==> src/rtl/pa_risc_pkg.sv <==
// Shared PA-RISC front-end constants, the IF/ID payload struct and address helpers.
package pa_risc_pkg;

  localparam int          INSTR_W        = 32;
  localparam logic [31:0] NOP_INSTR      = 32'h0;
  localparam logic [31:0] IAOQ_FRONT_RST = 32'h0;
  localparam logic [31:0] IAOQ_BACK_RST  = 32'h4;

  typedef struct packed {
    logic [INSTR_W-1:0] instr;
    logic [31:0]        iaoq_front;
    logic [31:0]        iaoq_back;
    logic               valid;
  } ifid_t;

  // Branch targets are word addresses; the low two bits carry no meaning here.
  function automatic logic [31:0] align_word(input logic [31:0] a);
    return a & ~32'h3;
  endfunction

endpackage

==> src/rtl/pa_if_stage_if.sv <==
// Instruction ROM bus: the fetch stage drives the address, the ROM answers in the same cycle.
interface pa_if_stage_if;
  import pa_risc_pkg::*;

  logic [31:0]        imem_addr;
  logic [INSTR_W-1:0] imem_data;

  modport master (output imem_addr, input imem_data);
  modport slave  (input imem_addr, output imem_data);

endinterface

==> src/rtl/pa_iaoq.sv <==
// Instruction address offset queue: FRONT is the fetch address, BACK the next one.
module pa_iaoq
  import pa_risc_pkg::*;
(
  input  logic        clk,
  input  logic        reset,
  input  logic        stall,
  input  logic        ta_valid,
  input  logic [31:0] ta,
  output logic [31:0] front,
  output logic [31:0] back
);

  logic [31:0] front_nxt;
  logic [31:0] back_nxt;

  // A taken branch only replaces BACK, so the delay-slot instruction at BACK is still fetched.
  always_comb begin
    front_nxt = front;
    back_nxt  = back;
    if (!stall) begin
      front_nxt = back;
      back_nxt  = ta_valid ? align_word(ta) : back + 32'd4;
    end
  end

  always_ff @(posedge clk) begin
    if (reset) begin
      front <= IAOQ_FRONT_RST;
      back  <= IAOQ_BACK_RST;
    end else begin
      front <= front_nxt;
      back  <= back_nxt;
    end
  end

endmodule

==> src/rtl/pa_if_stage.sv <==
// Fetch stage: IAOQ, ROM address, IF/ID register and optional perf counters (IF_PERF_CNT_EN).
module pa_if_stage
  import pa_risc_pkg::*;
(
  input  logic                clk,
  input  logic                reset,
  input  logic                stall,
  input  logic                ta_valid,
  input  logic [31:0]         ta,
  input  logic                nullify,
  pa_if_stage_if.master       imem,
  output logic [INSTR_W-1:0]  id_instr,
  output logic [31:0]         id_iaoq_front,
  output logic [31:0]         id_iaoq_back,
  output logic                id_valid,
  output logic [31:0]         fetch_cnt,
  output logic [31:0]         stall_cnt
);

  logic [31:0] front;
  logic [31:0] back;
  ifid_t       ifid_q;
  ifid_t       ifid_d;

  pa_iaoq u_iaoq (
    .clk      (clk),
    .reset    (reset),
    .stall    (stall),
    .ta_valid (ta_valid),
    .ta       (ta),
    .front    (front),
    .back     (back)
  );

  assign imem.imem_addr = front;

  // stall is a hold: while high, everything here freezes and ta_valid/nullify are
  // ignored; producers keep them asserted until the cycle stall drops.
  always_comb begin
    ifid_d = ifid_q;
    if (!stall) begin
      ifid_d.instr      = nullify ? NOP_INSTR : imem.imem_data;
      ifid_d.iaoq_front = front;
      ifid_d.iaoq_back  = back;
      ifid_d.valid      = !nullify;
    end
  end

  always_ff @(posedge clk) begin
    if (reset) begin
      ifid_q <= '{instr: NOP_INSTR, iaoq_front: 32'h0, iaoq_back: 32'h0, valid: 1'b0};
    end else begin
      ifid_q <= ifid_d;
    end
  end

  assign id_instr      = ifid_q.instr;
  assign id_iaoq_front = ifid_q.iaoq_front;
  assign id_iaoq_back  = ifid_q.iaoq_back;
  assign id_valid      = ifid_q.valid;

`ifdef IF_PERF_CNT_EN
  logic [31:0] fetch_cnt_q;
  logic [31:0] stall_cnt_q;

  always_ff @(posedge clk) begin
    if (reset) begin
      fetch_cnt_q <= 32'h0;
      stall_cnt_q <= 32'h0;
    end else if (stall) begin
      stall_cnt_q <= stall_cnt_q + 32'd1;
    end else begin
      fetch_cnt_q <= fetch_cnt_q + 32'd1;
    end
  end

  assign fetch_cnt = fetch_cnt_q;
  assign stall_cnt = stall_cnt_q;
`else
  assign fetch_cnt = 32'h0;
  assign stall_cnt = 32'h0;
`endif

endmodule

==> src/flat_wrapper.sv <==
// flat-port wrapper written by rule: the top's interface ports become plain ports
module pa_if_stage_flat import pa_risc_pkg::*;
  (clk, reset, stall, ta_valid, ta, nullify, id_instr, id_iaoq_front, id_iaoq_back, id_valid, fetch_cnt, stall_cnt, imem_imem_addr, imem_imem_data);
  pa_if_stage_if imem_i ();
  input  logic clk;
  input  logic reset;
  input  logic stall;
  input  logic ta_valid;
  input  logic [31:0] ta;
  input  logic nullify;
  output logic [INSTR_W-1:0] id_instr;
  output logic [31:0] id_iaoq_front;
  output logic [31:0] id_iaoq_back;
  output logic id_valid;
  output logic [31:0] fetch_cnt;
  output logic [31:0] stall_cnt;
  output wire logic [$bits(imem_i.imem_addr)-1:0] imem_imem_addr;
  input wire logic [$bits(imem_i.imem_data)-1:0] imem_imem_data;
  assign imem_imem_addr = imem_i.imem_addr;
  assign imem_i.imem_data = imem_imem_data;
  pa_if_stage u_core (.clk(clk), .reset(reset), .stall(stall), .ta_valid(ta_valid), .ta(ta), .nullify(nullify), .imem(imem_i), .id_instr(id_instr), .id_iaoq_front(id_iaoq_front), .id_iaoq_back(id_iaoq_back), .id_valid(id_valid), .fetch_cnt(fetch_cnt), .stall_cnt(stall_cnt));
endmodule
==> config.mk <==
export PLATFORM = sky130hd
export DESIGN_NAME = pa_if_stage_flat
export DESIGN_NICKNAME = d
export VERILOG_FILES = /design/src/rtl/pa_risc_pkg.sv /design/src/rtl/pa_if_stage_if.sv /design/src/rtl/pa_iaoq.sv /design/src/rtl/pa_if_stage.sv /design/src/flat_wrapper.sv
export SDC_FILE = /design/constraint.sdc
export NUM_CORES = 1
export LEC_CHECK = 0
export ABC_AREA = 1
export CORE_ASPECT_RATIO = 0.6
export CORE_UTILIZATION = 47
export CTS_BUF_LIST = sky130_fd_sc_hd__clkbuf_8
export CTS_CLUSTER_SIZE = 40
export DETAILED_ROUTE_END_ITERATION = 8
export GPL_ROUTABILITY_DRIVEN = 0
export PLACE_DENSITY = 0.86
export SLEW_MARGIN = 20
export SYNTH_ARGS = -nofsm -noshare
export SYNTH_HDL_FRONTEND = slang
export SYNTH_SLANG_ARGS = --single-unit
==> constraint.sdc <==
create_clock -name clk -period 4.3 [get_ports clk]
set_clock_uncertainty 0.15 [all_clocks]
set_input_delay 0.645 -clock clk [delete_from_list [all_inputs] [get_ports clk]]
set_output_delay 0.645 -clock clk [all_outputs]
set_load 0.01 [all_outputs]
After elaboration in Yosys (flattened, before gate mapping) --
Index checks and enable logic that the tools add are counted. W data, S select, Z words.
Word-level totals: bits in latches 0, memory bits (read-only) 0, register bits 129, logic and storage cells 9, memories kept 0, RAM bits 0
Cells by class: mux-type cells 2, add/subtract/negate cells 1, equality and inequality tests 0, divide/modulo/power cells 0, reductions and logical operators 1, bitwise gates (word level) 0, shifts and indexed selects 0, $mul 0, magnitude comparators 0
Operators by type and width (count):
- $mux W32 | 2
- $add A32 B3 Y32 const B | 1
- $logic_not A1 Y1 | 1

Longest topological paths before layout --
Gate-level depths: netlist of the first run.
depth after elaboration 2, mapped depth 9, gate-level depth less buffers 9

Cells and area by module --
Synthesis of the first run repeated with hierarchy kept, for this count alone.
Second synthesis, totals: cell total of the unflattened synthesis 961, area, all modules 6967.9 um^2
Modules (own cells, without submodules):
- pa_if_stage | sequential area each 1941.9 um^2, cells each 485, times used 1, area an instance 3826.2 um^2
- pa_iaoq | sequential area each 1201.2 um^2, cells each 476, times used 1, area an instance 3141.8 um^2

Least setup slack after synthesis of the first run --
Ideal clock, no wire load.
kind input to register, start point input port reset, end point register u_core.ifid_q (netlist bit u_core.id_iaoq_back[3]), library setup time 0.064 ns, slack 2.666 ns, arrival time 1.420 ns, cell stages on the path 6, cells stage by stage buf_2 -> inv_2 -> buf_2 -> clkbuf_1 -> o21ai_0 -> nor2_1
RTL lines:
- start: declaration | RTL line flat_wrapper.sv:6 | input logic reset;
- end signal: assignment | RTL line pa_if_stage.sv:51 | ifid_q <= '{instr: NOP_INSTR, iaoq_front: 32'h0, iaoq_back: 32'h0, valid: 1'b0};
- end signal: assignment | RTL line pa_if_stage.sv:53 | ifid_q <= ifid_d;
- end: declaration | RTL line pa_if_stage.sv:22 | ifid_t ifid_q;

Final worst setup path of the first run --
start point register u_core.ifid_q (netlist bit u_core.id_iaoq_back[26]), end point output port id_iaoq_back[26]
RTL lines:
- end: declaration | RTL line flat_wrapper.sv:13 | output logic [31:0] id_iaoq_back;
No word-level cell between the ends.

==> results.yml, run 1 <==
setup_path:
  crit_buf_inv: 1
  r2r_cells: 9
  r2r-start: "u_core.u_iaoq.back[2]$_SDFFE_PP1N_"
  worstPathRequired_ns: 3.50
  path_cells: "clkdlybuf4s50_1"
  arrival_ns: 1.54
  endpoint_kind: "output pin"
  cpLargestDelayFamily: "buffers and inverters"
  r2r_setup_slack_ns: 2.43
  crit_fanout: 4
  criticalPathCategory: "reg -> out"
  cp_slowest_stage_delay_ns: 0.60
  regToRegEndpoint: "u_core.u_iaoq.back[24]$_SDFFE_PP0N_"
  cp_slowest_cell: "clkdlybuf4s50_1"
  worst_setup_path_start_kind: "register"
route:
  routed-via-count: 5786
  routed_via_density: 5.00
  drtAntennaViolNets: 0
  first_pass_iters: 5
  drc_errors: 0
  drt_iter0_markers: 508
  drt_wl_total_mm: 16.4
  avgRoutedWirePerCell_um: 14.2
floorplanning:
  io_pins: 262
  fp.dieH_um: 89.4
  core_um2: 12200
  rows: 31
  initial_utilization: 0.490
  dieArea_um2: 13200
  die_w_um: 148
yosys:
  synth_area_leaders: "dfxtp_1 (41%), buf_4 (13%), nand2_1 (10%)"
  ys_warn_count: 0
  avgSynthCellArea_um2: 7.09
  yosys.area_share.xor_xnor: 0
  yosysTopAreaCellShare: 0.411
  synth_area_um2: 5990
  synth_top_family_by_area: "simple AND/OR/NAND/NOR gates"
  synthFlopType: "dfxtp_1"
  ys_ff_latch: 123
  ys_seq_area_frac: 0.411
  synth_top_area_cell: "dfxtp_1"
  synthSimpleGateAreaFrac: 0.238
  muxShareOfSynthArea: 0
  async_flop_share: 0
  synthCells: 844
  yosysUniqueCellTypes: 32
  synth_compound_area_frac: 0.172
  synth_enable_flop_cells: 0
  synth_fa_ha_area_frac: 0.00209
sta:
  report.final.slew_viol_count: 0
  clock.fmax_mhz: 429
  worst_pin_slew_ns: 1.03
  setup_tns_ns: 0
  finalSetupViolations: 0
  hold_slack_ns: 0.316
  finalCriticalPeriod_ns: 2.33
  rsz0062_at_grt: "no"
  hold_violations: 0
  period_share: 0.542
  maxSlewHeadroom: 0.312
finish:
  multiInputGateArea_um2: 2740
  diodes: 0
  drive_gt1_frac: 0.0624
  nFillCells: 1056
  nNetsFinal: 1050
  area.growth.synth_to_final_pct: 31.5
  layout.cells.non_filler: 1158
  layout_commonest_cell: "clkdlybuf4s50_1"
  layout_common_cells: "clkdlybuf4s50_1 (188), nand2_1 (160), nor2_1 (128)"
  regArea_um2: 2460
flow_run:
  drv_cap: 0
clocking:
  cts_root_buf: "clkbuf_8"
  ctsResizeCount: 0
  htreeDepth: 4
  numCtsBuffers: 17
  clock_latency_ns: 0.44
  hold_buffers: 0
  cts_buffer_depth: 2
  cts_sinks: 123
  postCtsSetupBuffers: 0
  cts_tree: "done"
  clkTransAtPathRegs_ns: 0.08
place:
  place_hpwl_mm: 11.3
  numPortBuffers: 189
  dpl.cell_count: 1126
grt:
  track_usage: 0.243
  grt_first_pass_wirelength_mm: 24.9
  gr-total-overflow: 0
  grt_pass1_vias: 4885
  grt_max_degree: 111
  antenna_found_initial: 0
pwr:
  leakagePower_nw: 3.12
  p_total_w: 0.00280
  max-vdd-ir-drop_uv: 180
  p_per_area_nw_per_um2: 356
worst_hold_path:
  hold_path_end: "u_core.id_instr[24]$_SDFFE_PP0N_"
  min_path_cells: 2
  hp-class: "reg -> reg"
  hp-start: "u_core.id_instr[24]$_SDFFE_PP0N_"
status:
  status: "complete, no violations"
-- Yosys cell counts (6+ instances only) --
cell and count:
clkbuf_1 33, o21ai_0 85, o21ai_1 6, dfxtp_1 123, inv_1 24, inv_2 6, nor2_1 129, nand2_1 160
a21oi_1 99, nand3_1 30, buf_2 11, buf_4 100
-- worst max path at each step --
stage                                          from                             endpoint  depth (start not counted)
6_report       u_core.id_iaoq_back[26]$_SDFFE_PP0N_                     id_iaoq_back[26]                          1
5_1_grt        u_core.id_iaoq_back[26]$_SDFFE_PP0N_                     id_iaoq_back[26]                          1
4_1_cts        u_core.id_iaoq_back[26]$_SDFFE_PP0N_                     id_iaoq_back[26]                          1
3_5_place_dp                               ta_valid  u_core.u_iaoq.back[12]$_SDFFE_PP0N_                          7
3_3_place_gp                               ta_valid  u_core.u_iaoq.back[12]$_SDFFE_PP0N_                          7
2_1_floorplan                                 reset  u_core.id_iaoq_back[3]$_SDFFE_PP0N_                          6
-- sequential cells by signal, summed over array words and instances (netlist names) --
| signal | count |
|---|---|
| u_core.id_valid | 1 |
| u_core.id_iaoq_back | 30 |
| u_core.id_iaoq_front | 30 |
| u_core.u_iaoq.back | 30 |
| u_core.id_instr | 32 |
-- area by class of cell --
| cell class | count | share of cell area |
|---|---|---|
| Clock buffer | 17 | 0.0297 |
| Clock inverter | 15 | 0.0238 |
| Inverter | 30 | 0.0148 |
| Multi-Input combinational cell | 614 | 0.348 |
| Sequential cell | 123 | 0.313 |
| Tap cell | 165 | 0.0262 |
| Timing Repair Buffer | 194 | 0.245 |
-- stage by stage --
| step | setup WS (ns) | util | cell area [um2] |
|---|---|---|---|
| 2_1_floorplan | 2.67 | - | 6250 |
| 3_3_place_gp | 1.65 | 0.609 | 7450 |
| 6_report | 1.97 | 0.644 | 7870 |
| 5_1_grt | 1.90 | 0.644 | 7870 |
| 4_1_cts | 1.95 | 0.644 | 7870 |
| 3_5_place_dp | 1.62 | 0.610 | 7450 |
-- where the power goes --
group	switching (W)	leakage, nW	total, W	internal (W)
Combinational	0.000227	1.89	0.000442	0.000216
Clock	0.000507	0.215	0.00109	0.000585
Sequential	0.0000617	1.01	0.00127	0.00121
Total	0.000795	3.12	0.00280	0.00201
-- cells by family (layout without fill, tap and decap cells) --
group | count (synthesis) | after routing
and+or+nand+nor | 342 | 342
AOI/OAI and AO/OA | 201 | 201
buffers and inverters | 176 | 256
DFF | 123 | 123
adders and majority gates | 1 | 1
other | 1 | 70
-- layer usage --
layer	track usage	wire, um
met5	0	0
met4	0.101	163
met3	0.0561	1570
met2	0.353	7220
met1	0.345	7450
Note: power is estimated with default switching activity, not from simulation.
==> inputs of run 2 (changes only) <==
- CORE_UTILIZATION: 47 -> 39
- PLACE_DENSITY: 0.86 -> 0.76
- clock period: 4.3 -> 1.9 ns (I/O delays scaled with it)
==> run 2 against run 1 <==
  * Non-clock buffer count is 10 higher
  * Via count decreased by 0.26%
  * Cell count up 3.7%
  * First-iteration DRC count shrank 24%
  * Worst hold slack lost 0.073 ns
  * Die area up 20%
  * Total power is 130% higher
  * Global-route usage is 3.9 points lower
==> results.yml, run 2 (synthesis results as in run 1) <==
setup_path:
  r2r_cells: 9
  regToRegEndpoint: "u_core.u_iaoq.back[24]$_SDFFE_PP0N_"
  cp_slowest_cell: "clkdlybuf4s50_1"
  crit_start: "u_core.id_iaoq_back[7]$_SDFFE_PP0N_"
  worst-path-stages: 1
  worst_setup_path_start_kind: "register"
  endpoint_kind: "output pin"
  cpLargestDelayFamily: "buffers and inverters"
  criticalPathCategory: "reg -> out"
  crit_buf_inv: 1
  arrival_ns: 1.39
  r2r-start: "u_core.u_iaoq.back[2]$_SDFFE_PP1N_"
  cp_slowest_stage_delay_ns: 0.56
  r2r_setup_slack_ns: 0.18
  endpoint: "imem_imem_addr[7]"
  worstPathRequired_ns: 1.46
  crit_fanout: 4
  path_cells: "clkdlybuf4s50_1"
sta:
  finalCriticalPeriod_ns: 1.83
  period_share: 0.963
  finalSetupViolations: 0
  hold_violations: 0
  clock.fmax_mhz: 547
  setup_tns_ns: 0
  setup_ws_ns: 0.0705
  rsz0062_at_grt: "no"
  report.final.slew_viol_count: 0
pwr:
  p_per_area_nw_per_um2: 802
  p_total_w: 0.00651
  max-vdd-ir-drop_uv: 478
  leakagePower_nw: 3.29
place:
  numPortBuffers: 189
  dp_slack_ns: 0.0504
  place_hpwl_mm: 11.5
finish:
  layout_commonest_cell: "clkdlybuf4s50_1"
  regArea_um2: 2470
  nFillCells: 1424
  layout_common_cells: "clkdlybuf4s50_1 (183), nand2_1 (160), nor2_1 (128)"
  area.growth.synth_to_final_pct: 35.7
  diodes: 0
  drive_gt1_frac: 0.0798
  nNetsFinal: 1060
  multiInputGateArea_um2: 2740
  largest_register_ffs: 32
status:
  status: "complete, no violations"
floorplanning:
  fp.dieH_um: 98.0
  die_w_um: 162
  core_um2: 14700
  rows: 34
  initial_utilization: 0.407
  dieArea_um2: 15900
  io_pins: 262
route:
  routed_via_density: 4.81
  first_pass_iters: 5
  drt_iter0_markers: 384
  drtAntennaViolNets: 0
  avgRoutedWirePerCell_um: 13.6
  routed-via-count: 5771
  drc_errors: 0
  drt_wl_total_mm: 16.3
clocking:
  cts_root_buf: "clkbuf_8"
  cts_sinks: 123
  clock_latency_ns: 0.43
  cts_tree: "done"
  postCtsSetupBuffers: 0
  numCtsBuffers: 17
  clkTransAtPathRegs_ns: 0.07
  cts_buffer_depth: 2
  htreeDepth: 4
grt:
  antenna_found_initial: 0
  grt_pass1_vias: 5048
  gr-total-overflow: 0
  grt_first_pass_wirelength_mm: 25.8
  track_usage: 0.203
  grt_max_degree: 79
flow_run:
  drv_cap: 0
worst_hold_path:
  hp-class: "in -> reg"
run 2: changes by cell type in the layout (fill, tap and decap cells not counted), moves of 2 or more:
cell	before	now
buf_12	0	7
buf_4	6	9
inv_6	5	3
clkdlybuf4s50_1	188	183
clkbuf_8	17	19
dfxtp_1	123	116
dfxtp_2	0	7
dlymetal6s2s_1	0	5
run 2: layout make-up:
cell class | count | share of cell area
clock buffers | 19 | 0.0322
clock inverters | 13 | 0.0232
inverters | 30 | 0.0140
multi-input cells | 614 | 0.337
flip-flops and latches | 123 | 0.304
well taps | 198 | 0.0305
repair buffers | 204 | 0.259
run 2: metal layers:
layer / share of wire / GRT usage / up-vias
met4: 0.0042 / 0.0341 / 0
met1: 0.47 / 0.286 / 2678
met3: 0.095 / 0.0765 / 8
li1: - / - / 2852
met2: 0.44 / 0.297 / 233
met5: 0 / 0 / -
run 2: report_power, final:
| group | switching (W) | internal (W) |
|---|---|---|
| logic | 0.000517 | 0.000520 |
| clock network | 0.00110 | 0.00151 |
| registers | 0.000132 | 0.00273 |
| total | 0.00175 | 0.00476 |
run 2: timing repair:
item | in CTS | in global routing
pin swaps | 0 | 0
hold buffers | 0 | 0
hold endpoints to repair | 0 | 0
setup endpoints to repair | 1 | 18
gates resized for setup | 1 | 12
run 2: worst min path at each step:
stage	slack, ns	depth (start not counted)	start	end
6_report	0.24	4	stall	u_core.id_instr[8]$_SDFFE_PP0N_
5_1_grt	0.22	4	stall	u_core.id_instr[3]$_SDFFE_PP0N_
4_1_cts	0.21	4	stall	u_core.id_instr[28]$_SDFFE_PP0N_
3_5_place_dp	0.31	2	u_core.id_instr[13]$_SDFFE_PP0N_	u_core.id_instr[13]$_SDFFE_PP0N_
3_3_place_gp	0.30	2	u_core.id_instr[29]$_SDFFE_PP0N_	u_core.id_instr[29]$_SDFFE_PP0N_
2_1_floorplan	0.28	2	imem_imem_data[0]	u_core.id_instr[0]$_SDFFE_PP0N_
run 2: per-stage QoR:
| stage | hold WS, ns | utilization | cell area [um2] | instances |
|---|---|---|---|---|
| 3_3_place_gp | 0.302 | 0.520 | 7650 | 1169 |
| 2_1_floorplan | 0.279 | - | 6250 | 913 |
| 5_1_grt | 0.216 | 0.552 | 8130 | 1201 |
| 4_1_cts | 0.210 | 0.550 | 8100 | 1201 |
| 6_report | 0.243 | 0.552 | 8130 | 1201 |
| 3_5_place_dp | 0.306 | 0.520 | 7650 | 1169 |
